<file path="config.mk">
export PLATFORM = sky130hd
export DESIGN_NAME = t07_fsm_playing_grid
export DESIGN_NICKNAME = d
export VERILOG_FILES = /design/src/rtl/t07_game_pkg.sv /design/src/rtl/t07_fsm_playing_grid_popcount.sv /design/src/rtl/t07_fsm_playing_grid.sv
export SDC_FILE = /design/constraint.sdc
export NUM_CORES = 1
export LEC_CHECK = 0
export CAP_MARGIN = 10
export CORE_MARGIN = 1.5
export CORE_UTILIZATION = 25
export DETAILED_ROUTE_END_ITERATION = 7
export MAX_ROUTING_LAYER = met4
export PLACE_DENSITY = 0.55
export SLEW_MARGIN = 20
export SYNTH_ARGS = -nofsm -noshare
export SYNTH_HDL_FRONTEND = slang
export SYNTH_HIERARCHICAL = 1
export SYNTH_SLANG_ARGS = --single-unit
</file>
<file path="constraint.sdc">
create_clock -name clk -period 2.5 [get_ports clk]
set_input_delay 0.5 -clock clk [delete_from_list [all_inputs] [get_ports clk]]
set_output_delay 0.5 -clock clk [all_outputs]
set_load 0.01 [all_outputs]
</file>
<file path="src/rtl/t07_game_pkg.sv">
// Shared types and button codes for the playing-grid controller and its neighbours.
package t07_game_pkg;

  typedef enum logic [2:0] {
    MENU = 3'd0,
    PLAY = 3'd1,
    LOST = 3'd2,
    WON  = 3'd3
  } game_state_t;

  typedef enum logic {
    P_MOD    = 1'b0,
    P_ACTIVE = 1'b1
  } play_mode_t;

  localparam logic [5:0] BTN_SELECT = 6'b000001;
  localparam logic [5:0] BTN_UP     = 6'b000010;
  localparam logic [5:0] BTN_RIGHT  = 6'b000100;
  localparam logic [5:0] BTN_DOWN   = 6'b001000;
  localparam logic [5:0] BTN_LEFT   = 6'b010000;
  localparam logic [5:0] BTN_BACK   = 6'b100000;
  localparam logic [5:0] BTN_NONE   = 6'b000000;

endpackage

</file>
<file path="src/rtl/t07_fsm_playing_grid_popcount.sv">
// Combinational population count; derives the clear count straight from the bitmap.
module t07_popcount #(
  parameter int WIDTH = 4,
  parameter int OUT_W = $clog2(WIDTH + 1)
) (
  input  logic [WIDTH-1:0] bits_i,
  output logic [OUT_W-1:0] count_o
);

  always_comb begin
    count_o = '0;
    for (int i = 0; i < WIDTH; i++) begin
      count_o = count_o + OUT_W'(bits_i[i]);
    end
  end

endmodule

</file>
<file path="src/rtl/t07_fsm_playing_grid.sv">
// Arbitrates between the module-select screen and a ROWS x COLS grid of sub-games.
// Optional strike counter / game_lost output enabled with `define T07_STRIKE_EN.
module t07_fsm_playing_grid
  import t07_game_pkg::*;
#(
  parameter int ROWS       = 2,
  parameter int COLS       = 2,
  parameter int NUM_SLOT   = ROWS * COLS,
  parameter int STRIKE_MAX = 3,
  localparam int RW = (ROWS > 1) ? $clog2(ROWS) : 1,
  localparam int CW = (COLS > 1) ? $clog2(COLS) : 1,
  localparam int SW = $clog2(NUM_SLOT + 1)
) (
  input  logic                clk,
  input  logic                rst,
  input  logic                strobe,
  input  logic [5:0]          button,
  input  logic [2:0]          game_state_in,
  input  logic [RW-1:0]       cursor_row,
  input  logic [CW-1:0]       cursor_col,
  input  logic [SW-1:0]       mod_num,
  input  logic                sub_clear_edge,
  input  logic                sub_strike_edge,
  output logic [NUM_SLOT-1:0] slot_cleared,
  output logic [SW-1:0]       playing_state_out,
  output logic [SW-1:0]       num_clear,
  output logic                game_clear,
  output logic                game_lost
);

  play_mode_t          mode_q;
  logic [SW-1:0]       activeSlot_q;
  logic [SW-1:0]       playState_q;
  logic [NUM_SLOT-1:0] slotCleared_q;
  logic                gameClear_q;
  logic [SW-1:0]       numClear;
  logic [SW-1:0]       selIdx;
  logic                selInRange;
  logic                selFree;

`ifdef T07_STRIKE_EN
  localparam int KW = $clog2(STRIKE_MAX + 1);
  logic [KW-1:0] strikes_q;
  logic          gameLost_q;
`else
  logic unused_strike;
  assign unused_strike = sub_strike_edge;
`endif

  t07_popcount #(.WIDTH(NUM_SLOT), .OUT_W(SW)) u_popcount (
    .bits_i  (slotCleared_q),
    .count_o (numClear)
  );

  // Out-of-range cursor positions can exist when ROWS/COLS are not powers of two.
  always_comb begin
    selInRange = (int'(cursor_row) < ROWS) && (int'(cursor_col) < COLS);
    selIdx     = SW'(int'(cursor_row) * COLS + int'(cursor_col));
    selFree    = selInRange && !slotCleared_q[selIdx];
  end

  always_ff @(posedge clk or posedge rst) begin
    if (rst) begin
      mode_q        <= P_MOD;
      activeSlot_q  <= '0;
      playState_q   <= '0;
      slotCleared_q <= '0;
      gameClear_q   <= 1'b0;
`ifdef T07_STRIKE_EN
      strikes_q     <= '0;
      gameLost_q    <= 1'b0;
`endif
    end else begin
      case (game_state_in)
        MENU: begin
          mode_q        <= P_MOD;
          activeSlot_q  <= '0;
          playState_q   <= '0;
          slotCleared_q <= '0;
          gameClear_q   <= 1'b0;
`ifdef T07_STRIKE_EN
          strikes_q     <= '0;
          gameLost_q    <= 1'b0;
`endif
        end
        PLAY: begin
          gameClear_q <= (numClear >= mod_num) && (mod_num != '0);
`ifdef T07_STRIKE_EN
          gameLost_q  <= (strikes_q == KW'(STRIKE_MAX));
`endif
          case (mode_q)
            P_MOD: begin
              if (strobe && (button == BTN_SELECT) && selFree) begin
                mode_q       <= P_ACTIVE;
                activeSlot_q <= selIdx;
                playState_q  <= selIdx + SW'(1);
              end
            end
            P_ACTIVE: begin
              // BACK outranks a simultaneous clear; the sub-game re-asserts on re-entry.
              if (strobe && (button == BTN_BACK)) begin
                mode_q      <= P_MOD;
                playState_q <= '0;
              end else if (sub_clear_edge) begin
                slotCleared_q[activeSlot_q] <= 1'b1;
                mode_q                      <= P_MOD;
                playState_q                 <= '0;
              end
`ifdef T07_STRIKE_EN
              else if (sub_strike_edge && (strikes_q != KW'(STRIKE_MAX))) begin
                strikes_q <= strikes_q + KW'(1);
              end
`endif
            end
            default: mode_q <= P_MOD;
          endcase
        end
        default: ;
      endcase
    end
  end

  assign slot_cleared      = slotCleared_q;
  assign playing_state_out = playState_q;
  assign num_clear         = numClear;
  assign game_clear        = gameClear_q;
`ifdef T07_STRIKE_EN
  assign game_lost         = gameLost_q;
`else
  assign game_lost         = 1'b0;
`endif

endmodule
</file>
# Word-level counts from Yosys, hierarchy flattened

Cells that the tools add are included.

Equality and inequality tests: 10
Mux-type cells: 22
$lt $le $gt $ge: 4
Reductions and logical operators: 12
Bitwise logic cells: 2
Add/sub/neg operators: 5

Operators with widths:

| operator                                                               | number |
|---|---|
| 3-bit one-hot mux with 2 select lines                                  | 3 |
| 3-bit 2-to-1 mux                                                       | 5 |
| 4-bit 2-to-1 mux                                                       | 3 |
| 2-bit inequality test (second input constant)                          | 5 |
| 4-bit one-hot mux with 2 select lines                                  | 1 |
| 3-bit by 1-bit adder with 3-bit output                                 | 2 |
| 6-bit by 1-bit == test with 1-bit output (second input constant)       | 1 |
| 6-bit == test (second input constant)                                  | 1 |
| 3-bit < comparator (second input constant)                             | 2 |
| 1-bit one-hot mux with 2 select lines                                  | 3 |
| 3-bit AND reduction                                                    | 2 |
| 1-bit logical AND                                                      | 5 |
| 1-bit 2-to-1 mux                                                       | 5 |
| 4-bit inequality test (second input constant)                          | 1 |
| 4-bit OR                                                               | 1 |
| 4-bit AND reduction                                                    | 1 |
| 2-bit by 1-bit adder with 3-bit output                                 | 1 |
| 3-bit by 1-bit adder with 3-bit output (second input constant)         | 1 |
| 3-bit by 1-bit == test with 1-bit output (second input constant)       | 1 |
| 3-bit by 1-bit >= comparator with 1-bit output (second input constant) | 1 |
| 3-bit >= comparator                                                    | 1 |
| 3-bit logical NOT                                                      | 1 |
| 3-bit inequality test (second input constant)                          | 1 |
| 3-bit nonzero test                                                     | 1 |
| other kinds (6)                                                        | 6 |

Output and inout bits: 12
Register bits after elaboration: 12
Word-level logic and storage cells: 60
Input bits: 19

# Depth between registers and ports, before layout

Word-level depth: 9
Gate-level depth with buffers: 10
Gate-level depth less buffers: 10

# Hierarchy

The synthesis kept the hierarchy.

Modules (own cells, without submodules):

| module               | times used | area an instance (sq um) | cells an instance |
|---|---|---|---|
| t07_fsm_playing_grid | 1          | 681.9                    | 68 |
| t07_popcount         | 1          | 63.8                     | 8 |

# Least setup slack after synthesis

OpenSTA, ideal clock, no wires.

Kind: register -> register
Start point: register slotCleared_q[0] (netlist: slot_cleared[0])
End point: register gameClear_q (netlist: game_clear)
Period minus slack after synthesis: 2.276 ns
Data required time: 2.368 ns
Path buffers: 0
Library setup time: 0.132 ns
Slack: 0.224 ns
Stages on the path, launching flop included: 11
Arrival time: 2.144 ns
Cell sequence: dfrtp_1 > inv_1 > fa_1 > inv_1 > ha_1 > inv_1 > ha_1 > nand2b_1 > a21o_1 > a21oi_1 > o21ai_0

Word-level cells in the longest chain between the ends: 6

RTL lines:

| item                                                | RTL line                            | RTL |
|---|---|---|
| start, declared                                     | t07_fsm_playing_grid.sv:34          | `logic [NUM_SLOT-1:0] slotCleared_q;` |
| start signal, assigned                              | t07_fsm_playing_grid.sv:67          | `slotCleared_q <= '0;` |
| start signal, assigned                              | t07_fsm_playing_grid.sv:79          | `slotCleared_q <= '0;` |
| start signal, assigned by index                     | t07_fsm_playing_grid.sv:105         | `slotCleared_q[activeSlot_q] <= 1'b1;` |
| 1-bit by 1-bit adder with 2-bit output              | t07_fsm_playing_grid_popcount.sv:13 | `count_o = count_o + OUT_W'(bits_i[i]);` |
| 3-bit by 1-bit adder with 3-bit output (2 in a row) | t07_fsm_playing_grid_popcount.sv:13 |  |
| via num_clear[0]                                    | t07_fsm_playing_grid.sv:26          | `output logic [SW-1:0] num_clear,` |
| 3-bit >= comparator                                 | t07_fsm_playing_grid.sv:87          | `gameClear_q <= (numClear >= mod_num) && (mod_num != '0);` |
| 1-bit logical AND                                   | t07_fsm_playing_grid.sv:87          |  |
| 1-bit one-hot mux with 2 select lines               | t07_fsm_playing_grid.sv:74          | `case (game_state_in)` |
| end signal, assigned                                | t07_fsm_playing_grid.sv:87          |  |
| end, declared                                       | t07_fsm_playing_grid.sv:35          | `logic gameClear_q;` |

The timed path passes the listed nets, and every way through them passes these cells.
A chain may end at the register's enable or synchronous reset.

# Worst setup path in the final report

Start point: register slotCleared_q[0] (netlist: slot_cleared[0])
End point: output port num_clear[2]

Word-level cells in the longest chain between the ends: 3

RTL lines:

| item                                                | RTL line |
|---|---|
| 1-bit by 1-bit adder with 2-bit output              | t07_fsm_playing_grid_popcount.sv:13 |
| 3-bit by 1-bit adder with 3-bit output (2 in a row) | t07_fsm_playing_grid_popcount.sv:13 |
| end, declared                                       | t07_fsm_playing_grid.sv:26 |

Every way passes these cells.

==> metrics <==
outcome complete, no violations; Post-CTS Setup Repair Bufs 0; Area Overhead vs Synth 51.3%; DR vias/cell 4.88; Ports 31; count of state elements after synthesis 11; crit path time final 2.38 ns; diode count 0; Critical Path RT 2.00 ns; CTS tree yes; Comb pwr share 27.4%; Max Cap Viol 0; layout cells sized above 1 15.8%; Synth Area in Compound Gates 23.2%; Reg clk slew, reported paths 0.08 ns; sequential area share after synthesis 36.9%; initial antenna violation count 0; Final Hold Vio Count 0; Max VDD drop 204 µV; Slew Viols, Final 0; highest net fanout along the worst path 2; Simple-Gate Fraction of Synth Area 15.6%; syn nets 102; Clock Path Buffers 2; Sw Ratio 28.0%; drt drc 0; CP Data Arrival Time 1.88 ns; PnR Total Power 0.438 mW; hpwl dp 1570 µm; first-pass GRT wire length 3100 µm; Nets 141; Final setup viols 0; Post-Route WL 1900 µm; Internal Power 0.316 mW; dpl ws -0.0745 ns; Psw 0.123 mW; Worst Slack Setup Final 0.115 ns; CTS Buf Count 3; RSZ-0062 raised after global routing no; Final GP Congestion 0.754; depth of the CTS H-tree 1; std cell rows 19; Filler Cell Count 288; Post-Synth XOR/XNOR Area 0%; Max Freq 419 MHz; initial core utilization 26.8%; Worst-Skew Late Latency 0.27 ns; Final ANT Viol Nets 0; Via Count 707; mux cell area share after synthesis 3.02%; Mapped Area 746 µm²; vias in the first global route 722; largest family of logic cells by synthesized area compound AO/OA/AOI/OAI gates; CTS Hold Bufs 0; Die Ht 57.6 µm; type of the worst min-delay path register to register; Clock Sink Count 11; port bufs 28; Worst Setup Start Kind register; fin crit share 95.4%; Leak 0.544 nW; WL per Instance 13.1 µm; drt first pass iters 4; CORE AREA 2780 µm²; total congestion overflow 0; Post-Syn Instances 76; largest net degree at the start of global routing 12; Initial DRC Count 12; Worst Skew 0.00487 ns; power per cell area 388 nW/µm²; Cell variety after synth 30; Syn. warnings 6; clock power share 28.2%; synthesized area per cell 9.81 µm²; critical path class register to primary output; crit path capture type primary output; Die ar. 3320 µm²; Reg power frac 44.4%; Die Wd 57.6 µm; total track usage 12.5%; adder-cell share of the synthesized area 12.8%; CTS root buf clkbuf_4
==> routing by layer <==
metal / GRT usage, % / vias up / wire length [µm]
met2: 18.7 / 17 / 910
met4: 4.98 / 0 / 0
li1: - / 350 / -
met3: 2.23 / 0 / 105
met5: - / - / 0
met1: 16.9 / 340 / 882
==> cells by family after synthesis <==
group,Yosys count
AOI/OAI and AO/OA,24
and+or+nand+nor,17
buffers and inverters,15
DFF,11
adders and majority gates,7
muxes,1
other,1
==> timing repair <==
item / CTS / global route
hold endpoints to repair: 0 / 0
resized for setup: 4 / 1
endpoints found under the setup margin: 3 / 1
pin swaps: 0 / 0
==> state kept, by name (all words and copies together) (netlist names) <==
register / count
activeSlot_q: 2
playing_state_out: 3
mode_q: 1
slot_cleared: 4
game_clear: 1
==> power by group through the flow <==
stage,clock [mW],combinational (mW),sequential [mW]
after floorplan,0,0.0539,0.200
after global placement,0,0.122,0.198
after detailed placement,0,0.124,0.198
after CTS,0.132,0.122,0.195
after global routing,0.140,0.134,0.196
final,0.124,0.120,0.195
==> worst paths after layout <==
kind	cells after the start	startpoint	slack [ns]	endpoint
worst max-delay path	6	slot_cleared[0]	0.12	num_clear[2]
worst min-delay path	1	playing_state_out[1]	0.50	playing_state_out[1]
worst max register to register	9	slot_cleared[0]	0.30	game_clear
worst min register to register	1	playing_state_out[1]	0.50	playing_state_out[1]
max in group asynchronous	2	rst	1.66	slot_cleared[3]
min in group asynchronous	2	rst	0.53	activeSlot_q[1]
==> cell usage after synthesis <==
cell type	instances	area share (%)
nor4b_1	1	1.2
conb_1	1	0.50
nor2_1	3	1.5
dfrtp_1	11	37
or3_1	1	0.84
nand2b_1	1	0.84
nor3_1	1	0.67
mux4_2	1	3.0
o21ai_0	3	2.0
nand4bb_1	1	1.5
nor4b_4	1	3.2
a22o_1	3	3.5
o221ai_1	1	1.2
o22ai_1	1	0.84
a21oi_1	3	2.0
and2_2	1	1.0
nor2b_1	1	0.84
nand2_1	5	2.5
o311ai_0	1	1.2
fa_1	1	2.7
inv_1	14	7.0
o31ai_1	1	1.0
a21o_1	2	2.0
a21bo_2	1	1.3
a31oi_1	4	3.4
buf_4	1	1.0
ha_1	6	10
a21o_2	2	2.3
and4_4	1	1.5
a311oi_1	2	2.3
==> critical path: stages, from the launching register on <==
cell	delay, ns
dfrtp_1	0.35
inv_1	0.06
fa_1	0.53
inv_1	0.04
ha_1	0.17
ha_1	0.19
dlygate4sd2_1	0.29
==> per-stage QoR <==
stage	std cells	util (%)	TNS, ns	area (µm²)	hold WS, ns
after global routing	145	40.6	0	1130	0.534
after floorplan	76	-	0	746	0.352
final	145	40.6	0	1130	0.500
after detailed placement	141	39.9	-0.264	1110	0.490
after global placement	141	39.9	-0.0134	1110	0.487
after CTS	145	40.8	0	1130	0.508
==> final cells by class <==
cell class | instances | area (µm²) | share of cell area (%)
multi-input combinational | 50 | 410 | 36.4
timing repair buffer | 35 | 325 | 28.8
sequential | 11 | 275 | 24.4
inverter | 14 | 52.6 | 4.66
tap | 31 | 38.8 | 3.44
clock buffer | 4 | 26.3 | 2.33
==> cell usage in the layout (no fill, tap or decap), drive strengths merged <==
cell type / instances
clkdlybuf4s50: 25
buf: 7
nor4b: 2
dfrtp: 11
o21ai: 3
nand2b: 1
inv: 14
nor2b: 1
nand4bb: 1
a21o: 4
dlygate4sd2: 2
nor3: 1
o22ai: 1
a21bo: 1
clkbuf: 5
fa: 1
and2: 1
a31oi: 4
o221ai: 1
conb: 1
or3: 1
nor2: 3
mux4: 1
a311oi: 2
a22o: 3
a21oi: 3
and4: 1
nand2: 5
o31ai: 1
ha: 6
o311ai: 1
(Power assumes the default switching activity.)
